--- src/rtl/flag_reg_stack.sv ---
`default_nettype none
// ============================================================================
//  Module   : flag_reg_stack
//  Purpose  : Status flag register with masked ALU update, explicit set/clear
//             and a LIFO save/restore stack for call/interrupt nesting.
//  Revision : 1.0  initial release
// ============================================================================
module flag_reg_stack #(
    parameter int FLAG_W = 3,
    parameter int DEPTH  = 4,
    parameter int SP_W   = $clog2(DEPTH + 1)
) (
    input  logic              clk,
    input  logic              flag_rst,
    input  logic [FLAG_W-1:0] flag_in,
    input  logic [FLAG_W-1:0] flag_we,
    input  logic [FLAG_W-1:0] flag_set,
    input  logic [FLAG_W-1:0] flag_clr,
    input  logic              flag_push,
    input  logic              flag_pop,
    output logic [FLAG_W-1:0] flag_out,
    output logic [SP_W-1:0]   flag_sp,
    output logic              flag_empty,
    output logic              flag_full,
    output logic              flag_err
);

    localparam logic [SP_W-1:0] c_SP_FULL = SP_W'(DEPTH);
    localparam logic [SP_W-1:0] c_SP_ONE  = SP_W'(1);

    logic [FLAG_W-1:0] flags_q, flags_d;
    logic [SP_W-1:0]   sp_q, sp_d;
    logic              empty_q, full_q, err_q;
    logic [FLAG_W-1:0] stack_q [DEPTH];

    logic              w_push_req, w_pop_req, w_both;
    logic              w_push_ok, w_pop_ok, w_misuse;
    logic [FLAG_W-1:0] w_top;
    logic [FLAG_W-1:0] w_upd;

    // Simultaneous push and pop is treated as a misuse with no stack effect.
    assign w_push_req = flag_push & ~flag_pop;
    assign w_pop_req  = flag_pop & ~flag_push;
    assign w_both     = flag_push & flag_pop;
    assign w_push_ok  = w_push_req & ~full_q;
    assign w_pop_ok   = w_pop_req & ~empty_q;
    assign w_misuse   = (w_push_req & full_q) | (w_pop_req & empty_q) | w_both;

    always_comb begin
        w_top = '0;
        for (int i = 0; i < DEPTH; i++) begin
            if (sp_q == SP_W'(i + 1)) begin
                w_top = stack_q[i];
            end
        end
    end

    // Lowest to highest priority: ALU write, set, clear, then restore.
    always_comb begin
        w_upd   = (flags_q & ~flag_we) | (flag_in & flag_we);
        w_upd   = w_upd | flag_set;
        w_upd   = w_upd & ~flag_clr;
        flags_d = w_pop_ok ? w_top : w_upd;
    end

    always_comb begin
        sp_d = sp_q;
        if (w_push_ok) begin
            sp_d = sp_q + c_SP_ONE;
        end else if (w_pop_ok) begin
            sp_d = sp_q - c_SP_ONE;
        end
    end

    always_ff @(posedge clk) begin
        if (flag_rst) begin
            flags_q <= '0;
            sp_q    <= '0;
            empty_q <= 1'b1;
            full_q  <= 1'b0;
            err_q   <= 1'b0;
        end else begin
            flags_q <= flags_d;
            sp_q    <= sp_d;
            empty_q <= (sp_d == '0);
            full_q  <= (sp_d == c_SP_FULL);
            err_q   <= err_q | w_misuse;
        end
    end

    // Stack storage holds no reset value; occupancy alone defines validity.
    always_ff @(posedge clk) begin
        for (int i = 0; i < DEPTH; i++) begin
            if (!flag_rst && w_push_ok && (sp_q == SP_W'(i))) begin
                stack_q[i] <= flags_q;
            end
        end
    end

    assign flag_out   = flags_q;
    assign flag_sp    = sp_q;
    assign flag_empty = empty_q;
    assign flag_full  = full_q;
    assign flag_err   = err_q;

endmodule
`default_nettype wire
--- config.mk ---
export PLATFORM = sky130hd
export DESIGN_NAME = flag_reg_stack
export DESIGN_NICKNAME = d
export VERILOG_FILES = /design/src/rtl/flag_reg_stack.sv
export SDC_FILE = /design/constraint.sdc
export NUM_CORES = 1
export LEC_CHECK = 0
export BUFFER_PORTS_ARGS = -buffer_cell sky130_fd_sc_hd__buf_2
export CORE_UTILIZATION = 25
export CTS_CLUSTER_SIZE = 40
export DETAILED_ROUTE_END_ITERATION = 12
export HOLD_SLACK_MARGIN = 0.06
export PLACE_DENSITY = 0.55
export SETUP_SLACK_MARGIN = 0.3
export SLEW_MARGIN = 10
export SYNTH_ARGS = -nofsm -noshare
export SYNTH_HDL_FRONTEND = slang
export SYNTH_SLANG_ARGS = --single-unit
--- constraint.sdc ---
create_clock -name clk -period 1.6 [get_ports clk]
set_input_delay 0.4 -clock clk [delete_from_list [all_inputs] [get_ports clk]]
set_output_delay 0.4 -clock clk [all_outputs]
set_load 0.02 [all_outputs]
-- Yosys cells after proc, flatten, opt, wreduce, memory -nomap -nowiden
Memory sizes are Yosys's and may differ from the RTL's.
Cells that the tools add are included.
- bits in registers: 9
- output and inout bits: 9
- word-level logic and storage cells: 69
- input port bits: 16
- memories kept: 1
- RAM bits: 12
- multiplexer cells: 24
- bitwise logic cells: 21
- reduce and logical (&&, ||, !) cells: 11
- equality and inequality tests: 5
- add/subtract/negate cells: 2
- memories (memory ; words ; width ; rd ports ; clocked after memory_dff ; write ports ; line ; source):
    stack_q ; 4 ; 3 ; 4 ; 0 ; 1 ; 34 ; logic [FLAG_W-1:0] stack_q [DEPTH];
- operators with widths (operator ; number):
    3-bit 2-to-1 mux ; 10
    1-bit 2-to-1 mux ; 11
    3-bit AND ; 3
    3-bit OR reduction ; 3
    1-bit AND ; 7
    3-bit by 2-bit == test with 1-bit output (second input constant) ; 2
    3-bit == test (second input constant) ; 2
    3-bit zero test ; 2
    2-bit 2-to-1 mux ; 3
    3-bit inverter ; 2
    3-bit bitwise OR ; 2
    1-bit logical AND ; 5
    1-bit inverter ; 4
    3-bit by 1-bit adder with 3-bit output (second input constant) ; 1
    3-bit by 1-bit == test with 1-bit output (second input constant) ; 1
    1-bit bitwise OR ; 3
    3-bit by 1-bit subtractor with 3-bit output (second input constant) ; 1
    1-bit zero test ; 1

-- Logic depth before layout (Yosys ltp)
Gate-level depths: netlist of the first run.
- depth in word-level cells: 11
- mapped depth: 7
- mapped depth without buffers: 6

-- Least setup slack after synthesis of the first run
No wires, ideal clock.
- kind: reg2reg
- start: register sp_q[1] (netlist: flag_sp[1])
- end: memory stack_q[3][0] (enable)
- data required time: 1226 ps
- stages on the path, launching flop included: 4
- setup time: 374 ps
- period minus slack after synthesis: 1790 ps
- arrival: 1416 ps
- path slack: -190 ps
- buffers on the path: 0
- path through: dfxtp_1 > ha_1 > ha_1 > nor4b_1
- cells in the longest elaborated chain, start to end: 8
- elaborated cells on any way between the ends: 25
- those cells by class: eq/ne: 3; mux: 14; reduce/logical: 8
- ends and longest elaborated chain (what ; line ; source):
    start, declared ; 32 ; logic [SP_W-1:0] sp_q, sp_d;
    start signal, assigned ; 84 ; sp_q <= sp_d;
    3-bit by 1-bit == test with 1-bit output ; 94 ; if (!flag_rst && w_push_ok && (sp_q == SP_W'(i))) begin
    1-bit logical AND ; 94 ;
    1-bit 2-to-1 mux ; 94 ;
    1-bit 2-to-1 mux (not written as such) ; 95 ; stack_q[i] <= flags_q;
    3-bit OR reduction (no source line) ; - ;
    2-bit 2-to-1 mux (no source line) / 1-bit 2-to-1 mux (equally long branches) (3 in a row) ; - ;
    end, declared ; 34 ;
Several ways; a longest one is shown, not always the timed one.

-- Worst setup path in the final report of the first run
- start: register sp_q[1] (netlist: flag_sp[1])
- end: register empty_q (netlist: flag_empty)
- cells in the longest elaborated chain, start to end: 4
- elaborated cells on any way between the ends: 5
- those cells by class: add/sub: 2; mux: 2; reduce/logical: 1
- ends and longest elaborated chain (what ; line ; source):
    3-bit by 1-bit subtractor with 3-bit output ; 71 ; sp_d = sp_q - c_SP_ONE;
    3-bit 2-to-1 mux ; 70 ; end else if (w_pop_ok) begin
    3-bit 2-to-1 mux (*) ; 68 ; if (w_push_ok) begin
    3-bit zero test (*) ; 85 ; empty_q <= (sp_d == '0);
    end signal, assigned ; 85 ;
    end, declared ; 33 ; logic empty_q, full_q, err_q;
Mark *: on every way between the ends. The rest lies on a longest branch, timed or not.
A chain may end at the register's enable or synchronous reset.

==> results of run 1 <==
[state kept, by name (all words and copies together), names as in the netlist]
| name | count |
|---|---|
| flag_empty | 1 |
| flag_err | 1 |
| flag_full | 1 |
| flag_out | 3 |
| flag_sp | 3 |
| stack_q | 12 |
[power by group]
part           internal, mW  switching, mW  leakage (nW)
Clock                 0.174          0.198        0.0255
Combinational         0.224          0.199         0.422
Sequential            0.601         0.0414         0.189
Total                  1.00          0.439         0.636
[cell usage in the layout (no fill, tap or decap), types with 2 or more instances in the layout]
cell / n
mux2_2: 3
a21oi_1: 4
a211oi_2: 2
o21ai_0: 4
xnor2_1: 2
and2_4: 3
buf_6: 6
clkbuf_8: 3
o21ai_2: 3
nor2_1: 9
dfxtp_4: 4
inv_2: 2
buf_12: 2
ha_4: 5
edfxtp_1: 12
nand3b_1: 2
buf_4: 10
buf_2: 22
nand2_1: 8
nor2b_1: 2
dfxtp_2: 4
o311a_1: 2
[worst min-delay path: cells and delay by family]
family                 cells  cell delay, ns
AO/OA/AOI/OAI              2            0.12
buffers and inverters      1            0.08
AND/OR/NAND/NOR            1            0.03
[cell families after synthesis]
kind of cell,count (synthesis)
AND/OR/NAND/NOR,36
AO/OA/AOI/OAI,23
flip-flops,21
buffers and inverters,7
adder cells (fa/ha/maj),6
multiplexers,3
XOR/XNOR,2
[layout make-up]
class / count / area [µm²]
Fill cell: 405 / 2420
Multi-Input combinational cell: 70 / 677
Sequential cell: 21 / 561
Timing Repair Buffer: 40 / 293
Tap cell: 50 / 62.6
Clock buffer: 3 / 41.3
Inverter: 4 / 22.5
Clock inverter: 1 / 5.00
[metal layers]
layer,vias up,GRT usage [%]
met5,-,0
met4,0,3.99
met3,6,4.56
met2,26,20.4
met1,424,16.3
li1,444,-
[what timing repair did]
item | in CTS | in global routing
endpoints found under the setup margin | 13 | 18
pin swaps | 10 | 8
gates resized for setup | 17 | 15
setup buffers | 10 | 4
[worst min path at each step]
stage                  endpoint  cells past startpoint
global route        flag_out[1]                      4
global placement       flag_err                      2
CTS                 flag_out[1]                      4
detailed placement     flag_err                      2
finish              flag_out[1]                      4
floorplan              flag_err                      2
==> results.txt, run 1 <==
----------------------------------------------------
[Run status]
  Run status ... finished clean

[Setup path]
  Worst r2r path cells ... 6
  Endpoint of the lowest-slack register-to-register path ... flag_empty
  Highest fanout seen on the critical path ... 6
  Critical path destination ... flag_empty
  Critical path launch point type ... register
  Largest stage delay, worst path ... 0.41 ns
  Source of the critical timing path ... flag_sp[1]
  Logic depth of the worst setup path including buffers ... 6
  Reg2reg start ... flag_sp[1]
  Required time of the worst setup path ... 1.76 ns
  Gate family responsible for the most delay along the worst path ... compound AO/OA/AOI/OAI gates
  Critical Path Sink Type ... register
  Crit path arrival time ... 1.63 ns
  CP Buf/Inv Count ... 1
  Type of the worst setup path ... reg2reg
  CP max-delay cell ... dfxtp_4
  Critical path, cell by cell ... inv_4, ha_4, nor3b_4, o21ai_2, o311ai_2, a31o_1
  Reg-to-reg slack, setup ... 0.14 ns

[Logic synthesis]
  Parity-gate share of the synthesized area counting xor and xnor cells ... 1.62%
  Count of distinct cell types in the synthesized netlist ... 38
  Number of synthesized register bits ... 21
  Syn_area_per_cell ... 11.0 µm²
  Mapped cell area ... 0.00108 mm²
  Area fraction in compound gates after synthesis ... 16.6%
  Cell with the most instances after synthesis ... edfxtp_1
  Post-synthesis async set-or-reset flop share ... 0%
  Combinational family with the most area after synthesis ... simple AND/OR/NAND/NOR gates
  Adder-cell share of the synthesized area ... 6.95%
  Largest area contributor in the netlist ... edfxtp_1
  Main area contributors after synthesis ... edfxtp_1, dfxtp_1, ha_1, nor2_1, mux2_2
  Multiplexer share of the synthesized area ... 3.13%
  Post-Synthesis Net Count ... 120
  Simple-gate portion of the synthesized area ... 18.8%
  Ys flop type ... edfxtp_1
  Post-synthesis instance total ... 98
  Proportion of netlist area held by the largest area contributor ... 33.4%
  Fraction of the yosys area taken by sequential cells ... 50.1%
  Top post-synthesis cells by count ... edfxtp_1, dfxtp_1, nor2_1, nand2_1, ha_1
  Number of warning messages in the yosys log ... 0
  Number of synthesized flops with an enable pin ... 12

[Timing]
  Shortest clock period the worst path allows after layout ... 1.46 ns
  Final hold slack ... 0.382 ns
  Setup WS post-layout ... 0.135 ns
  Transition at the pin with the smallest max-transition slack ... 0.334 ns
  Final hold violation count ... 0
  Total setup violations reported at the end of the flow ... 0
  Clock Skews ... 0.0105 ns
  Share of the clock period used by the worst path ... 91.5%
  Max-Slew Margin vs Limit ... 77.7%
  Peak clock frequency supported by timing ... 683 MHz
  Sum of negative setup slack ... 0 ns
  RSZ-0062 raised after global routing ... yes
  Final-report max-slew violation count ... 0

[Global route]
  Largest net degree at the start of global routing ... 13
  GRT Overall Usage ... 12.9%
  Total congestion overflow after global routing ... 0
  Initial antenna violation count ... 0
  Number of global-route vias before repair ... 879
  First-pass GRT wire length ... 4200 µm

[Drt]
  Post-detailed-routing wire length ... 2680 µm
  Count of nets left with antenna violations after detail routing ... 0
  Highest signal layer in the routed design ... met4
  Violation count after the first detailed-route iteration ... 30
  Number of vias in the routed layout ... 900
  Post-detailed-route wirelength per cell ... 14.2 µm
  DR WL met2 ... 1310 µm
  Met3 routed wirelength ... 133 µm
  Number of search-and-repair iterations in the first detailed-routing pass ... 4
  Wire length the detailed router placed on met1 ... 1200 µm
  DRC violations left ... 0
  Post-detailed-route via-to-cell ratio ... 4.76

[Final layout]
  Final instance count without filler cells ... 189
  Post-route cell area ... 0.00166 mm²
  Layout cell share with drive strength beyond 1 ... 62.6%
  Post-layout nets ... 162
  Final core utilization ... 40.7%
  Diodes inserted ... 0
  Synth-to-Final Area Change ... 53.9%

[Die]
  Top-Level Pins ... 25
  Width of the die ... 67.7 µm
  Floorplan die height ... 67.7 µm
  Die area ... 0.00459 mm²
  Starting density of the core ... 26.4%
  Placement row count ... 23
  Total core area ... 0.00409 mm²

[Placement]
  Detailed-placement wirelength estimate ... 1840 µm
  Placer's final routability congestion estimate ... 0.772
  Worst-case setup slack after placement ... 0.0541 ns
  Instance area after placement ... 0.00136 mm²
  I/O Buffers ... 24
  Cell Count Post-Placement ... 171

[Clocking]
  Number of buffers added by the clock tree synthesis step ... 3
  H-tree levels ... 1
  CTS tree ... built
  Root Driver ... clkbuf_8
  Max Buffers Root-to-Sink ... 2
  Clock latency reported for the late side of the worst-skew pair ... 0.27 ns
  Clock Pin Slew Worst Setup and Hold Paths ... 0.09 ns
  Hold buffers post-CTS ... 0
  # clock sinks ... 21

[Power and ir drop]
  Power consumption ... 1.44 mW
  Power density cells ... 866 mW/mm²
  Static Leak ... 0.636 nW
  IR Drop Worst-Case VDD ... 0.565 mV

[Min path]
  Hold crit path type ... in2reg
  Origin of the worst min-delay path ... flag_clr[1]

[Run]
  Max Cap Viol ... 0

----------------------------------------------------
Note: power is estimated with default switching activity, not from simulation.
==> run 2: changes to the inputs <==
Settings changed: GPL_TIMING_DRIVEN from default to 0.
Clock period 1.6 ns to 1.2 ns, I/O delays scaled along.
==> run 2 against run 1 <==
Effect of this change:
- the run now ends with setup timing left
- first-iteration DRC count grew 47%
- routed wire length up 3.1%
- hold slack worse by 0.080 ns
- global-route usage is essentially flat
- clock power rose by 24%
- critical path depth unchanged
- worst setup slack worse by 0.36 ns
- design area grew 2.5%
- fmax up 2.9%
- non-clock buffer count rose by 4
- clock skew is 0.0048 ns lower
- total power up 32%
- critical endpoint unchanged
==> results.txt, run 2 (synthesized netlist as in run 1, its figures left out) <==
----------------------------------------------------
[Setup path]
  Source of the critical timing path ... flag_sp[0]
  Type of the worst setup path ... reg2reg
  Crit path arrival time ... 1.57 ns (-0.06 ns)
  Required time of the worst setup path ... 1.35 ns (-0.41 ns)
  Critical Path Sink Type ... register
  Endpoint of the lowest-slack register-to-register path ... flag_empty
  Reg2reg start ... flag_sp[0]
  Critical path destination ... flag_empty
  Highest fanout seen on the critical path ... 5 (-1)
  Reg-to-reg slack, setup ... -0.22 ns (-0.36 ns)
  Critical path launch point type ... register
  Worst r2r path cells ... 6 (unchanged)

[Timing]
  Total setup violations reported at the end of the flow ... 21 (+21)
  Max-Slew Margin vs Limit ... 79.7% (+2.0 points)
  Final-report max-slew violation count ... 0 (unchanged)
  Sum of negative setup slack ... -1.96 ns (-1.96 ns)
  Transition at the pin with the smallest max-transition slack ... 0.303 ns (-0.0314 ns)
  Shortest clock period the worst path allows after layout ... 1.42 ns (-0.0417 ns)
  Clock Skews ... 0.00564 ns (-0.00482 ns)
  Share of the clock period used by the worst path ... 119% (+27 points)
  Final hold slack ... 0.303 ns (-0.0796 ns)
  Setup WS post-layout ... -0.223 ns (-0.358 ns)
  Peak clock frequency supported by timing ... 703 MHz (+2.9%)
  Final hold violation count ... 0 (unchanged)
  RSZ-0062 raised after global routing ... yes

[Final layout]
  Final instance count without filler cells ... 193 (+2.1%)
  Commonest cells after routing, fill and taps aside ... buf_4, buf_2, edfxtp_1
  Layout cell share with drive strength beyond 1 ... 64.3% (+1.7 points)
  Synth-to-Final Area Change ... 57.7%
  Max reg flops ... 12 (unchanged)
  Most frequent standard cell in the layout excluding fill and tap cells ... buf_4
  Largest register by flop count ... stack_q
  Fill cell instance count of the final layout ... 421 (+4.0%)
  Post-layout nets ... 166 (+2.5%)
  Diodes inserted ... 0 (unchanged)

[Die]
  Total core area ... 0.00409 mm² (unchanged)
  Top-Level Pins ... 25 (unchanged)
  Starting density of the core ... 26.4% (unchanged)
  Die area ... 0.00459 mm² (unchanged)
  Floorplan die height ... 67.7 µm (unchanged)
  Placement row count ... 23 (unchanged)
  Width of the die ... 67.7 µm (unchanged)

[Drt]
  Number of search-and-repair iterations in the first detailed-routing pass ... 4 (unchanged)
  Post-detailed-routing wire length ... 2760 µm (+3.1%)
  Wire length the detailed router placed on met1 ... 1140 µm (-5.2%)
  DRC violations left ... 0 (unchanged)
  Post-detailed-route wirelength per cell ... 14.3 µm (+0.96%)
  Number of vias in the routed layout ... 901 (+0.11%)
  Post-detailed-route via-to-cell ratio ... 4.67 (-2.0%)
  Highest signal layer in the routed design ... met4
  Violation count after the first detailed-route iteration ... 44 (+47%)
  Count of nets left with antenna violations after detail routing ... 0 (unchanged)
  Met3 routed wirelength ... 124 µm (-6.8%)
  DR WL met2 ... 1490 µm (+14%)

[Global route]
  GRT Overall Usage ... 12.9% (-0.048 points)
  Number of global-route vias before repair ... 873 (-0.68%)
  Initial antenna violation count ... 0 (unchanged)
  First-pass GRT wire length ... 4200 µm (-0.17%)
  Total congestion overflow after global routing ... 0 (unchanged)
  Largest net degree at the start of global routing ... 13 (unchanged)

[Clocking]
  Number of buffers added by the clock tree synthesis step ... 3 (unchanged)
  CTS tree ... built
  Root Driver ... clkbuf_8
  Clock latency reported for the late side of the worst-skew pair ... 0.26 ns (about the same)
  # clock sinks ... 21 (unchanged)
  H-tree levels ... 1 (unchanged)
  Max Buffers Root-to-Sink ... 2 (unchanged)
  Hold buffers post-CTS ... 0 (unchanged)
  Clock Pin Slew Worst Setup and Hold Paths ... 0.08 ns (about the same)

[Power and ir drop]
  Clock power share ... 24.3% (-1.6 points)
  Seq pwr share ... 44.7% (about the same)
  Power density cells ... 1110 mW/mm² (+29%)
  Net load switching power ... 560 µW (+28%)
  Share of total power in combinational logic ... 30.9% (+1.5 points)
  IR Drop Worst-Case VDD ... 0.507 mV (-10%)
  Pint ... 1.34 mW (+34%)
  Static Leak ... 0.668 nW (+4.9%)
  Net Sw Frac ... 29.5% (-1.0 points)

[Run]
  Max Cap Viol ... 0 (unchanged)

[Placement]
  Detailed-placement wirelength estimate ... 1920 µm (+4.5%)
  Cell Count Post-Placement ... 172 (+0.58%)
  Placer's final routability congestion estimate ... 0.702 (-9.0%)
  I/O Buffers ... 24 (unchanged)

[Run status]
  Run status ... finished with violations
  Violations in the final reports ... setup timing

[Min path]
  Hold crit path type ... in2reg

----------------------------------------------------
## run 2: what timing repair did
| action | 4_1_cts | 5_1_grt |
|---|---|---|
| gates resized for setup | 29 | 9 |
| pin swaps | 9 | 6 |
| endpoints found under the setup margin | 30 | 30 |
| buffers inserted | 14 | 3 |
## run 2: power by group through the flow
| stage | combinational, mW | sequential, mW | clock (mW) |
|---|---|---|---|
| detailed placement | 0.406 | 0.870 | 0 |
| finish | 0.587 | 0.849 | 0.462 |
| CTS | 0.535 | 0.851 | 0.480 |
| global route | 0.638 | 0.856 | 0.511 |
| floorplan | 0.258 | 0.893 | 0 |
| global placement | 0.397 | 0.868 | 0 |
## run 2: worst min-delay path by stage
stage | start | endpoint | slack, ns | cells after the start
2_1_floorplan | flag_set[0] | flag_out[0] | 0.47 | 2
3_3_place_gp | flag_err | flag_err | 0.46 | 2
3_5_place_dp | flag_err | flag_err | 0.46 | 2
4_1_cts | flag_set[0] | flag_out[0] | 0.31 | 3
5_1_grt | flag_set[0] | flag_out[0] | 0.32 | 3
6_report | flag_set[0] | flag_out[0] | 0.30 | 3
## run 2: through the flow
stage          cell area, µm²  setup WS, ns  power [mW]  utilization, %
4_1_cts                  1640        -0.228        1.87            40.2
5_1_grt                  1700        -0.318        2.00            41.7
2_1_floorplan            1210        -0.236        1.15               -
6_report                 1700        -0.223        1.90            41.7
3_3_place_gp             1390        -0.276        1.27            34.1
3_5_place_dp             1390        -0.334        1.28            34.1
## run 2: final cells by class
type,instances,area [µm²],share of cell area (%)
multi-input combinational,70,684,40.2
sequential,21,568,33.4
timing repair buffer,41,288,16.9
tap,50,62.6,3.67
clock buffer,3,41.3,2.42
buffer,3,31.3,1.84
inverter,4,22.5,1.32
clock inverter,1,5.00,0.294
## run 2: per-layer routing
metal | global-route usage (%) | vias to the layer above
li1 | - | 453
met1 | 14.8 | 421
met2 | 23.4 | 25
met3 | 3.38 | 2
met4 | 3.19 | 0
met5 | 0 | -
## run 2: worst max-delay path: stages, from the launching register on
cell      delay (ns)
dfxtp_4         0.39
inv_6           0.05
ha_4            0.24
nor3b_4         0.15
o21ai_2         0.15
o311ai_2        0.13
a31o_1          0.19
